**config.mk**
```make
export PLATFORM = sky130hd
export DESIGN_NAME = exception_handler
export DESIGN_NICKNAME = d
export VERILOG_FILES = /design/src/rtl/exception_handler.sv
export SDC_FILE = /design/constraint.sdc
export NUM_CORES = 1
export LEC_CHECK = 0
export ABC_AREA = 1
export CAP_MARGIN = 20
export CELL_PAD_IN_SITES_DETAIL_PLACEMENT = 1
export CELL_PAD_IN_SITES_GLOBAL_PLACEMENT = 1
export CORE_MARGIN = 4
export CORE_UTILIZATION = 48
export CTS_BUF_LIST = sky130_fd_sc_hd__clkbuf_4
export DETAILED_ROUTE_END_ITERATION = 7
export DONT_BUFFER_PORTS = 1
export PLACE_DENSITY_LB_ADDON = 0.1
export SLEW_MARGIN = 20
export SYNTH_ARGS = -nofsm -noshare
export SYNTH_HDL_FRONTEND = slang
export SYNTH_SLANG_ARGS = --single-unit
```
**constraint.sdc**
```tcl
create_clock -name clk -period 2.2 [get_ports clk]
set_input_delay 0.44 -clock clk [delete_from_list [all_inputs] [get_ports clk]]
set_output_delay 0.44 -clock clk [all_outputs]
set_load 0.01 [all_outputs]
```
**src/rtl/exception_handler.sv**
```systemverilog
// Exception consumer: freezes and flushes the pipeline, then vectors fetch to a per-cause handler.
// Optional macro DOUBLE_FAULT_EN adds a HALT state entered on an exception raised inside the handler.
module exception_handler #(
  parameter logic [31:0] VECTOR_BASE   = 32'h0000_0010,
  parameter logic [31:0] VECTOR_STRIDE = 32'd8
) (
  input  logic        clk,
  input  logic        reset,
  input  logic        exception_in,
  input  logic        exception_ID_in,
  input  logic        exception_EXE_in,
  input  logic        exception_MEM_in,
  input  logic [2:0]  CAUSE_in,
  input  logic [31:0] EPC_in,
  input  logic        rti_in,
  output logic        stall_out,
  output logic [3:0]  flush_out,
  output logic        pc_redirect_out,
  output logic [31:0] pc_target_out,
  output logic        in_handler_out,
  output logic [2:0]  saved_cause_out,
  output logic [31:0] saved_epc_out,
  output logic        double_fault_out
);

  typedef enum logic [2:0] {
    IDLE,
    CAPTURE,
    FLUSH,
    REDIRECT,
    HANDLER,
    RETURN
`ifdef DOUBLE_FAULT_EN
    , HALT
`endif
  } state_t;

  state_t      state, state_next;
  logic [3:0]  origin_mask;
  logic [3:0]  origin_mask_next;

  // The oldest faulting stage decides how deep the flush reaches; no flag means flush everything.
  always_comb begin
    origin_mask_next = 4'b1111;
    if (exception_MEM_in)      origin_mask_next = 4'b1111;
    else if (exception_EXE_in) origin_mask_next = 4'b0111;
    else if (exception_ID_in)  origin_mask_next = 4'b0011;
  end

  always_ff @(posedge clk or negedge reset) begin
    if (!reset) begin
      state           <= IDLE;
      origin_mask     <= 4'b0000;
      saved_cause_out <= 3'd0;
      saved_epc_out   <= 32'd0;
    end else begin
      state <= state_next;
      if (state == IDLE && exception_in)
        origin_mask <= origin_mask_next;
      if (state == CAPTURE) begin
        saved_cause_out <= CAUSE_in;
        saved_epc_out   <= EPC_in;
      end
    end
  end

  always_comb begin
    state_next       = state;
    stall_out        = 1'b0;
    flush_out        = 4'b0000;
    pc_redirect_out  = 1'b0;
    pc_target_out    = 32'd0;
    in_handler_out   = 1'b0;
    double_fault_out = 1'b0;
    case (state)
      IDLE: begin
        if (exception_in) begin
          stall_out  = 1'b1;
          state_next = CAPTURE;
        end
      end
      CAPTURE: begin
        stall_out  = 1'b1;
        state_next = (CAUSE_in == 3'd0) ? IDLE : FLUSH;
      end
      FLUSH: begin
        stall_out  = 1'b1;
        flush_out  = origin_mask;
        state_next = REDIRECT;
      end
      REDIRECT: begin
        stall_out       = 1'b1;
        pc_redirect_out = 1'b1;
        pc_target_out   = VECTOR_BASE + {29'd0, saved_cause_out} * VECTOR_STRIDE;
        state_next      = HANDLER;
      end
      HANDLER: begin
        in_handler_out = 1'b1;
`ifdef DOUBLE_FAULT_EN
        if (exception_in)  state_next = HALT;
        else if (rti_in)   state_next = RETURN;
`else
        if (rti_in)        state_next = RETURN;
`endif
      end
      RETURN: begin
        stall_out       = 1'b1;
        pc_redirect_out = 1'b1;
        pc_target_out   = saved_epc_out + 32'd1;
        flush_out       = 4'b0001;
        state_next      = IDLE;
      end
`ifdef DOUBLE_FAULT_EN
      HALT: begin
        stall_out        = 1'b1;
        flush_out        = 4'b1111;
        double_fault_out = 1'b1;
      end
`endif
      default: state_next = IDLE;
    endcase
    // State is already IDLE under reset; gate the combinational raise term too.
    if (!reset) stall_out = 1'b0;
  end

endmodule
```
### Word-level counts from Yosys, hierarchy flattened

Cells that the tools add are included.

* register bits after elaboration: 42
* bits of input ports: 42
* output and inout bits: 75
* logic and storage cells: 33

* $add $sub $neg: 2
* reduce and logical (&&, ||, !) cells: 6
* equal/unequal tests: 7
* mux-type cells: 14

Operators with widths (number)
* 32-bit case mux with 2 select lines: 1
* 32-bit by 1-bit adder with 32-bit output (second input constant): 1
* 3-bit case mux with 5 select lines: 1
* 4-bit 2-to-1 mux: 3
* 4-bit case mux with 2 select lines: 1
* 5-bit by 6-bit adder with 7-bit output (first input constant): 1
* 3-bit by 2-bit equality test with 1-bit output (second input constant): 2
* 3-bit equality test (second input constant): 2
* 3-bit logical NOT: 2
* 3-bit 2-to-1 mux: 2
* 1-bit 2-to-1 mux: 4
* 2-bit != test (second input constant): 2
* 4-bit OR reduction: 1
* 3-bit by 1-bit equality test with 1-bit output (second input constant): 1
* 2-bit 2-to-1 mux: 1
* 1-bit case mux with 2 select lines: 1
* 2-bit AND reduction: 1
* 2-bit OR reduction: 1
* 1-bit logical AND: 1

### Longest topological paths before layout

Gate-level depths: netlist of run 1.

* depth after elaboration: 4
* depth in mapped cells: 9
* depth with buffers taken out: 9

### Least setup slack after synthesis of run 1

OpenSTA, ideal clock, no wires.

* path kind: register to output
* from: reg saved_epc_out[1]
* to: out pc_target_out[22]
* path slack: 0.387 ns
* buffers on the path: 0
* arrival: 1.373 ns
* cell stages (with the launch flop): 10
* data required time: 1.760 ns
* cells stage by stage: dfrtp_1 -> ha_1 -> nand2_2 -> nor2_8 -> nand2_4 -> nor2_4 -> nand2_2 -> nand2_1 -> nand2_1 -> nor2_1

* cells in the longest elaborated chain, start to end: 2

RTL lines
* start, declared: line 22 `output logic [31:0] saved_epc_out,`
* start signal, assigned: line 62 `saved_epc_out <= EPC_in;`
* 32-bit by 1-bit adder with 32-bit output: line 109 `pc_target_out = saved_epc_out + 32'd1;`
* 32-bit case mux with 2 select lines: line 75 `case (state)`
* end, declared: line 19 `output logic [31:0] pc_target_out,`

Every way passes these cells.

### Worst setup path after layout of run 1

* from: reg saved_epc_out[4]
* to: out pc_target_out[24]

Same word-level chain as after synthesis.

==> impl_metrics.csv, run 1 <==
group,metric,value,unit
run_status,outcome,"finished with violations",
run_status,violations,"negative setup slack",
timing,final_hold_viol_count,0,
die,die_h,83.1,µm
routing,first_pass_iters,4,
timing,setup_slack,-0.124,ns
timing,fin_skew,0.0186,ns
hold_path,holdPathStages,2,
finish,syn_to_final_growth,20.5,%
timing,holdWs,0.162,ns
clock_network,cts.htree.levels,2,
power_and_ir_drop,leakagePower,1.42,nW
routing,via_per_inst,5.68,
routing,drc,0,
clock_network,cts_sinks,41,
hold_path,holdPathEnd,"saved_epc_out[2]",
clock_network,cts_root_buf,"clkbuf_4",
clock_network,clkSlewWorstSetupHoldPaths,0.14,ns
routing,wl,9770,µm
global_route,gr-total-overflow,0,
finish,drive_above_1_share,0.301,
finish,antenna_cells,0,
clock_network,clock_latency,0.38,ns
job,drv_cap,0,
timing,slew_headroom,0.658,
finish,final_common_cell,"nand2_1",
routing,vias,2862,
synthesis,syn_inst,413,
placement,io_buffers,0,
critical_path,worstPathArrival,1.88,ns
die,die_area,6900,µm²
global_route,grt_max_degree,42,
synthesis,avgSynthCellArea,6.55,µm²
synthesis,seq_area_frac_synth,0.379,
timing,finalCritPeriodShare,1.06,
placement,hpwl,6640,µm
timing,setup_viol,21,
finish,fin_cells,504,
synthesis,ys_types,26,
clock_network,clock_path_buffers,2,
finish,fill_cells,727,
placement,dp_cells,487,
clock_network,cts_tree,"yes",
critical_path,r2r_setup_slack,0.86,ns
finish,layout_common_cells,"153 x nand2_1, 35 x nor2_1, 31 x inv_1, 31 x nor2_2, 24 x dfrtp_2",
die,io_pins,117,
die,initial_core_util,0.494,
hold_path,min_from,"EPC_in[2]",
finish,fin_nets,475,
critical_path,crit_type,"reg2out",
routing,wl_per_cell,19.4,µm
timing,min_period,2.32,ns
die,die_w,83.1,µm
timing,tightest_slew,0.512,ns
global_route,first_global_vias,2963,
power_and_ir_drop,peakVddDrop,674,µV
synthesis,ys_ff_latch,41,
critical_path,r2r-end,"saved_epc_out[16]",
global_route,grt_pass1_wl,15300,µm
placement,gp_congestion,0.804,
timing,slew_viol_final,0,
clock_network,cts_buffers,5,
synthesis,netlist_area,2710,µm²
finish,regArea,1060,µm²
die,row_count,27,
critical_path,r2r-start,"state[1]",
critical_path,cp-end-kind,"output pin",
global_route,track_usage,0.272,
critical_path,start_kind,"flip-flop",
critical_path,crit_fanout,7,
synthesis,yosys_warnings,0,
timing,rsz0062_at_grt,"true",
critical_path,r2r_cells,6,
routing,drtIter0Drc,117,
power_and_ir_drop,power_density,1380,nW/µm²
global_route,antenna_found_initial,0,
synthesis,synth_nets,457,
critical_path,worstPathRequired,1.76,ns
die,core-area,5470,µm²
finish,multi_input_area,1700,µm²
hold_path,hp-class,"in2reg",
routing,final_antenna_net_count,0,
timing,timing.fmax,430,MHz
## how the worst max path moves through the flow
stage | start | to | slack [ns]
finish | saved_epc_out[4] | pc_target_out[24] | -0.12
global route | saved_epc_out[4] | pc_target_out[24] | -0.18
CTS | saved_epc_out[1] | pc_target_out[22] | -0.05
detailed placement | saved_epc_out[1] | pc_target_out[22] | 0.21
global placement | saved_epc_out[1] | pc_target_out[22] | 0.24
floorplan | saved_epc_out[1] | pc_target_out[22] | 0.39
## power breakdown
| group | internal [W] | switching, W |
|---|---|---|
| clock network | 0.000352 | 0.000275 |
| registers | 0.00116 | 0.000762 |
| logic | 0.000623 | 0.00133 |
## layer usage
| layer | part of all wire | GRT usage | vias to the layer above | routed length (µm) |
|---|---|---|---|---|
| li1 | - | - | 1318 | - |
| met1 | 0.41 | 0.340 | 1405 | 3980 |
| met2 | 0.49 | 0.451 | 118 | 4810 |
| met3 | 0.080 | 0.0873 | 21 | 778 |
| met4 | 0.020 | 0.0743 | 0 | 196 |
| met5 | 0 | 0 | - | 0 |
## state kept, by name (all words and copies together) (netlist names)
register,flops
origin_mask,3
saved_cause_out,3
state,3
saved_epc_out,32
## cell families after synthesis
family / count (synthesis) / share of synthesized area
buffers and inverters: 43 / 0.0712
and+or+nand+nor: 278 / 0.444
DFF: 41 / 0.379
AOI/OAI and AO/OA: 46 / 0.0883
other: 1 / 0.00139
adders and majority gates: 2 / 0.00925
xor gates and xnor gates: 2 / 0.00648
## critical path, stage by stage (launching register included)
cell,delay [ns]
dfrtp_1,0.51
nand2_1,0.16
nor2_1,0.22
nand2_4,0.14
nor2_4,0.19
nand3_1,0.13
nand2_1,0.10
nor2_2,0.06
## metrics by stage
stage	worst slack (ns)	setup TNS (ns)	utilization	total power (W)	area, µm²
2_1_floorplan	0.387	0	-	0.00291	2710
3_3_place_gp	0.242	0	0.514	0.00337	2810
3_5_place_dp	0.212	0	0.514	0.00348	2810
4_1_cts	-0.0548	-0.234	0.563	0.00426	3080
5_1_grt	-0.183	-2.96	0.596	0.00487	3260
6_report	-0.124	-1.05	0.596	0.00450	3260
## synth_stat cells
library cell	n	area, µm²
nand2_1	162	608
nor2_1	68	255
dfrtp_1	41	1030
inv_1	31	116
o21ai_0	23	115
a21oi_1	18	90.1
nand3_1	17	85.1
nor2_4	8	90.1
nand2_2	6	37.5
nor3_1	5	25.0
buf_2	4	20.0
nor2_2	4	25.0
buf_4	3	22.5
inv_2	3	11.3
o22ai_1	3	18.8
and3_1	2	12.5
buf_6	2	22.5
ha_1	2	25.0
nand2_4	2	22.5
nand4_1	2	12.5
xor2_1	2	17.5
a21o_1	1	7.51
conb_1	1	3.75
nor2_8	1	20.0
nor3b_1	1	7.51
o21a_1	1	7.51
## area by class of cell
type | count | area share
flip-flops and latches | 41 | 0.324
inverters | 34 | 0.0391
well taps | 72 | 0.0276
multi-input cells | 329 | 0.522
clock buffers | 5 | 0.0115
repair buffers | 20 | 0.0556
clock inverters | 3 | 0.0200
## what timing repair did
item | 4_1_cts | 5_1_grt
resized for setup | 46 | 47
pin swaps | 17 | 21
setup endpoints to repair | 26 | 28
setup buffers | 3 | 4
hold buffers | 2 | 0
hold endpoints to repair | 41 | 0
cloned | 0 | 0
Power figures use the tool's default switching activity.
==> inputs of run 2 (changes only) <==
--- a/config.mk
+++ b/config.mk
@@ -5,11 +5,11 @@
 export SDC_FILE = /design/constraint.sdc
 export NUM_CORES = 1
 export LEC_CHECK = 0
-export ABC_AREA = 1
+export ABC_AREA = 0
+export ABC_CLOCK_PERIOD_IN_PS = 2200
 export CAP_MARGIN = 20
 export CELL_PAD_IN_SITES_DETAIL_PLACEMENT = 1
 export CELL_PAD_IN_SITES_GLOBAL_PLACEMENT = 1
-export CORE_MARGIN = 4
 export CORE_UTILIZATION = 48
 export CTS_BUF_LIST = sky130_fd_sc_hd__clkbuf_4
 export DETAILED_ROUTE_END_ITERATION = 7
==> run 2 against run 1 <==
  * The flow still finishes with violations (negative setup slack)
  * First-iteration DRC count rose by 48%
  * Setup slack got worse by 0.30 ns
  * Core utilization rose by 9.5 points
  * Clock skew rose by 0.0025 ns
  * Critical endpoint is now pc_target_out[17]
  * Design area rose by 8.2%
  * Critical path depth fell by 1
  * Combinational power rose by 65%
  * Largest power group unchanged
==> impl_metrics.csv, run 2 <==
group,metric,value,unit
global_route,use_met3,0.0656,
die,core-area,5110,µm²
placement,gp_congestion,0.781,
timing,min_period,2.63,ns
finish,fin_cells,405,
synthesis,seq_area_frac_synth,0.405,
synthesis,synth-async-reset-ratio,1.00,
clock_network,cts_buffers,5,
clock_network,cts_sinks,41,
routing,wl_per_cell,24.3,µm
placement,hpwl,5710,µm
routing,drc,0,
timing,fin_skew,0.0210,ns
synthesis,yosys_warnings,0,
synthesis,syn_inst,269,
power_and_ir_drop,peakVddDrop,985,µV
global_route,busiest_layer,"met2",
routing,first_pass_iters,4,
clock_network,clkSlewWorstSetupHoldPaths,0.14,ns
hold_path,holdPathStages,2,
routing,via_per_inst,6.44,
die,io_pins,117,
global_route,use_met2,0.552,
critical_path,crit_type,"reg2out",
critical_path,start_kind,"flip-flop",
clock_network,clock_path_buffers,2,
synthesis,synth_nets,313,
finish,top_register,"saved_epc_out",
run_status,violations,"negative setup slack",
finish,fin_nets,378,
critical_path,r2r-start,"state[1]",
critical_path,r2r-end,"saved_epc_out[8]",
die,initial_core_util,0.496,
timing,slew_headroom,0.527,
synthesis,ys_top_cells_by_area,"dfrtp_1 40%, mux2_2 14%, a21oi_1 4.9%",
finish,largest_reg_flops,32,
timing,timing.fmax,381,MHz
global_route,grtUsageMet1,0.339,
clock_network,cts_tree,"yes",
clock_network,clock_latency,0.36,ns
critical_path,crit_path_start,"saved_epc_out[8]",
timing,setup_viol,23,
die,die_h,74.7,µm
global_route,antenna_found_initial,0,
synthesis,synth_top_cell_area_share,0.405,
placement,dp_cells,387,
power_and_ir_drop,power_density,1490,nW/µm²
clock_network,cts.htree.levels,2,
timing,finalCritPeriodShare,1.19,
synthesis,synth_edf_count,0,
timing,setup_slack,-0.426,ns
finish,final_common_cell,"buf_4",
global_route,grt_pass1_wl,12500,µm
global_route,gr-total-overflow,0,
finish,antenna_cells,0,
finish,syn_to_final_growth,39.1,%
hold_path,hp-class,"in2reg",
timing,rsz0062_at_grt,"true",
timing,final_hold_viol_count,0,
critical_path,r2r_cells,4,
hold_path,holdPathEnd,"saved_epc_out[14]",
finish,layout_common_cells,"68 x buf_4, 39 x dfrtp_1, 31 x mux2_2, 18 x nand2_1, 17 x nor2_1",
global_route,first_global_vias,2564,
global_route,grt_max_degree,42,
die,die_area,5580,µm²
timing,tightest_slew,0.699,ns
hold_path,min_from,"EPC_in[14]",
run_status,outcome,"finished with violations",
global_route,track_usage,0.301,
clock_network,cts_root_buf,"clkbuf_4",
finish,drive_above_1_share,0.504,
finish,fill_cells,543,
synthesis,ys_types,41,
routing,vias,2609,
routing,drtIter0Drc,173,
routing,wl,9850,µm
critical_path,worstPathArrival,2.19,ns
synthesis,netlist_area,2530,µm²
synthesis,ys_ff_latch,41,
timing,slew_viol_final,0,
placement,dp_slack,-0.0359,ns
synthesis,synth_top_flop_cell,"dfrtp_1",
die,die_w,74.7,µm
die,row_count,26,
synthesis,avgSynthCellArea,9.42,µm²
synthesis,synth_top_area_cell,"dfrtp_1",
synthesis,synth_common_cells,"41 x dfrtp_1, 31 x mux2_2, 25 x a21oi_1, 21 x nor2_1, 19 x nand2_1",
critical_path,crit_fanout,9,
job,drv_cap,0,
placement,io_buffers,0,
power_and_ir_drop,leakagePower,1.42,nW
critical_path,worstPathRequired,1.76,ns
routing,final_antenna_net_count,0,
critical_path,r2r_setup_slack,0.46,ns
synthesis,yosysMostFrequentCell,"dfrtp_1",
critical_path,cp-end-kind,"output pin",
-- run 2: cell count changes after synthesis, moves of 14 or more --
cell and change:
nand2_1 -143, mux2_2 +31, or4_1 +15, o21ai_0 -14, nor2_1 -47, o31ai_1 +15
inv_1 -25
-- run 2: cell families after synthesis --
kind of cell / after synthesis / share of synthesized area
AND/OR/NAND/NOR: 106 / 0.237
AO/OA/AOI/OAI: 59 / 0.143
flip-flops: 41 / 0.405
multiplexers: 31 / 0.138
buffers and inverters: 21 / 0.0385
XOR/XNOR: 8 / 0.0276
adder cells (fa/ha/maj): 2 / 0.00987
other: 1 / 0.00148
-- run 2: per-stage QoR --
stage,area (µm²),total power (W),utilization,TNS [ns],hold slack (ns)
2_1_floorplan,2550,0.00311,-,0,0.144
3_3_place_gp,3060,0.00401,0.598,0,0.145
3_5_place_dp,3060,0.00415,0.598,-0.0536,0.145
4_1_cts,3290,0.00477,0.644,-5.55,0.206
5_1_grt,3530,0.00550,0.691,-7.48,0.200
6_report,3530,0.00524,0.691,-5.90,0.201
-- run 2: power by group --
group | internal (W) | total [W] | switching (W)
logic | 0.00136 | 0.00322 | 0.00186
registers | 0.00113 | 0.00150 | 0.000369
clock network | 0.000241 | 0.000516 | 0.000275
-- run 2: critical path: stages (launching register included) --
cell     delay (ns)
dfrtp_1        0.38
and4_4         0.25
nand4_4        0.13
buf_12         0.18
or4_1          0.53
a21oi_1        0.21
buf_4          0.16
-- run 2: area by class of cell --
cell class              count  area, µm²  share of cell area
clock inverters             3       46.3              0.0131
well taps                  70       87.6              0.0248
multi-input cells         207       1690               0.478
clock buffers               5       37.5              0.0106
repair buffers             73        618               0.175
inverters                   6       22.5             0.00639
flip-flops and latches     41       1030               0.292
-- run 2: metal layers --
metal / up-vias / wire length (µm)
li1: 1133 / -
met1: 1307 / 3800
met2: 132 / 5080
met3: 37 / 583
met4: 0 / 385
met5: - / 0
-- run 2: worst max-delay path by stage --
stage,to
4_1_cts,pc_target_out[28]
2_1_floorplan,pc_target_out[30]
6_report,pc_target_out[17]
3_3_place_gp,pc_target_out[30]
3_5_place_dp,pc_target_out[28]
5_1_grt,pc_target_out[17]
-- run 2: repair_timing --
action                                  CTS  global route
pin swaps                                 9            15
gates resized for setup                  17            45
buffers inserted                          3             5
endpoints found under the setup margin   25            29
hold endpoints to repair                 41             0
hold buffers                              2             0
gates cloned                              1             1
==> inputs of run 3 (changes only) <==
--- a/config.mk
+++ b/config.mk
@@ -15,6 +15,7 @@
 export DETAILED_ROUTE_END_ITERATION = 7
 export DONT_BUFFER_PORTS = 1
 export PLACE_DENSITY_LB_ADDON = 0.1
+export REMOVE_ABC_BUFFERS = 1
 export SLEW_MARGIN = 20
 export SYNTH_ARGS = -nofsm -noshare
 export SYNTH_HDL_FRONTEND = slang
==> run 3 against run 2 <==
  * The run still ends with negative setup slack left
  * Sequential share of layout area up 1.0 points
  * Global-route usage is 3.2 points lower
  * Via count shrank 5.1%
  * Die area stayed put
  * Critical path depth stayed put
  * Largest cell class unchanged
==> impl_metrics.csv, run 3 (same netlist as run 2, synthesis figures left out) <==
group,metric,value,unit
run_status,outcome,"finished with violations",
run_status,violations,"negative setup slack",
die,row_count,26,
critical_path,crit_type,"reg2out",
clock_network,cts_sinks,41,
routing,wl,8630,µm
critical_path,slowest_stage,"or4_1",
power_and_ir_drop,leakagePower,1.37,nW
die,die_h,74.7,µm
finish,syn_to_final_growth,34.4,%
clock_network,cts_tree,"yes",
timing,timing.fmax,393,MHz
finish,layout_common_cells,"51 x buf_4, 39 x dfrtp_1, 31 x mux2_2, 19 x nand2_1, 18 x nor2_1",
power_and_ir_drop,peakVddDrop,727,µV
die,core-area,5110,µm²
routing,drtIter0Drc,132,
die,initial_core_util,0.496,
hold_path,holdPathEnd,"saved_epc_out[14]",
global_route,first_global_vias,2352,
timing,slew_headroom,0.429,
critical_path,worstPathRequired,1.76,ns
critical_path,crit_fanout,9,
critical_path,r2r_cells,4,
routing,wl_met1,3210,µm
critical_path,crit_path_start,"saved_epc_out[9]",
hold_path,min_from,"EPC_in[14]",
placement,dp_slack,0.0331,ns
routing,top_layer_used,"met4",
job,drv_cap,0,
die,die_area,5580,µm²
finish,final_area,3410,µm²
finish,top_register,"saved_epc_out",
critical_path,worstPathArrival,2.10,ns
power_and_ir_drop,power_density,1450,nW/µm²
global_route,track_usage,0.269,
critical_path,r2r_setup_slack,0.62,ns
timing,min_period,2.54,ns
hold_path,hp-class,"in2reg",
critical_path,critPathMaxStageDelay,0.51,ns
routing,first_pass_iters,4,
timing,setup_viol,24,
routing,final_antenna_net_count,0,
clock_network,cts.htree.levels,2,
clock_network,clock_latency,0.37,ns
clock_network,clkSlewWorstSetupHoldPaths,0.14,ns
critical_path,r2r-start,"state[1]",
timing,final_hold_viol_count,0,
global_route,gr-total-overflow,0,
routing,routed-wl-met3,538,µm
finish,fin_nets,371,
routing,drc,0,
timing,slew_viol_final,0,
placement,io_buffers,0,
global_route,grt_max_degree,42,
hold_path,holdPathStages,2,
critical_path,crit_chain,"and4_4, nand4_4, buf_12, or4_1, a21oi_2, buf_4",
timing,tightest_slew,0.845,ns
global_route,antenna_found_initial,0,
die,die_w,74.7,µm
finish,largest_reg_flops,32,
routing,wl_per_cell,21.7,µm
timing,finalCritPeriodShare,1.16,
finish,final_common_cell,"buf_4",
critical_path,cp-end-kind,"output pin",
placement,hpwl,5290,µm
clock_network,cts_buffers,5,
routing,met2WireLength,4730,µm
finish,drive_above_1_share,0.445,
timing,setup_slack,-0.343,ns
finish,fill_cells,558,
global_route,grt_pass1_wl,11200,µm
timing,fin_skew,0.0181,ns
timing,rsz0062_at_grt,"true",
clock_network,clock_path_buffers,2,
finish,antenna_cells,0,
placement,gp_congestion,0.726,
routing,via_per_inst,6.22,
critical_path,start_kind,"flip-flop",
placement,place_area,2960,µm²
critical_path,r2r-end,"saved_epc_out[13]",
die,io_pins,117,
clock_network,cts_root_buf,"clkbuf_4",
routing,vias,2477,
## run 3: changes by cell type in the layout (fill, tap and decap cells not counted), sizes merged
cell / before / now
clkbuf: 6 / 7
bufbuf: 1 / 0
clkinv: 1 / 2
bufinv: 1 / 0
buf: 70 / 63
## run 3: routing by layer
layer / global-route usage / up-vias
met3: 0.0857 / 12
met1: 0.302 / 1256
li1: - / 1114
met5: 0 / -
met4: 0.103 / 0
met2: 0.475 / 95
## run 3: repair_timing
| item | 4_1_cts | 5_1_grt |
|---|---|---|
| gates cloned | 0 | 2 |
| setup buffers | 3 | 9 |
| pin swaps | 1 | 17 |
| gates resized for setup | 20 | 31 |
| hold buffers | 2 | 0 |
| hold endpoints to repair | 41 | 0 |
| setup endpoints to repair | 24 | 31 |
## run 3: worst max-delay path: cells and delay by family (launching register included)
kind                   cells  cell delay [ns]
DFF                        1             0.37
and+or+nand+nor            3             0.90
buffers and inverters      2             0.31
AOI/OAI and AO/OA          1             0.16
## run 3: final cells by class
cell class / count / area, µm² / share of cell area
well taps: 70 / 87.6 / 0.0257
clock inverters: 3 / 17.5 / 0.00514
repair buffers: 66 / 604 / 0.177
flip-flops and latches: 41 / 1030 / 0.302
clock buffers: 5 / 37.5 / 0.0110
multi-input cells: 207 / 1610 / 0.472
inverters: 6 / 22.5 / 0.00661
## run 3: through the flow
step,utilization,std cells,hold WS [ns],total power (W),TNS (ns)
floorplan,-,254,0.144,0.00304,-17.01
finish,0.667,398,0.176,0.00494,-6.28
global route,0.667,398,0.172,0.00524,-8.68
global placement,0.580,375,0.145,0.00394,0
CTS,0.619,388,0.192,0.00460,-5.42
detailed placement,0.580,375,0.145,0.00405,0
## run 3: report_power, final
group          switching, W  internal [W]  total (W)
sequential         0.000373       0.00113    0.00151
combinational       0.00167       0.00137    0.00304
clock              0.000275      0.000121   0.000396
## run 3: worst max-delay path by stage
stage               cells after the start                  to
floorplan                               3  saved_cause_out[0]
global placement                        6   pc_target_out[30]
detailed placement                      6   pc_target_out[30]
CTS                                     6   pc_target_out[19]
global route                            6   pc_target_out[27]
finish                                  6   pc_target_out[27]
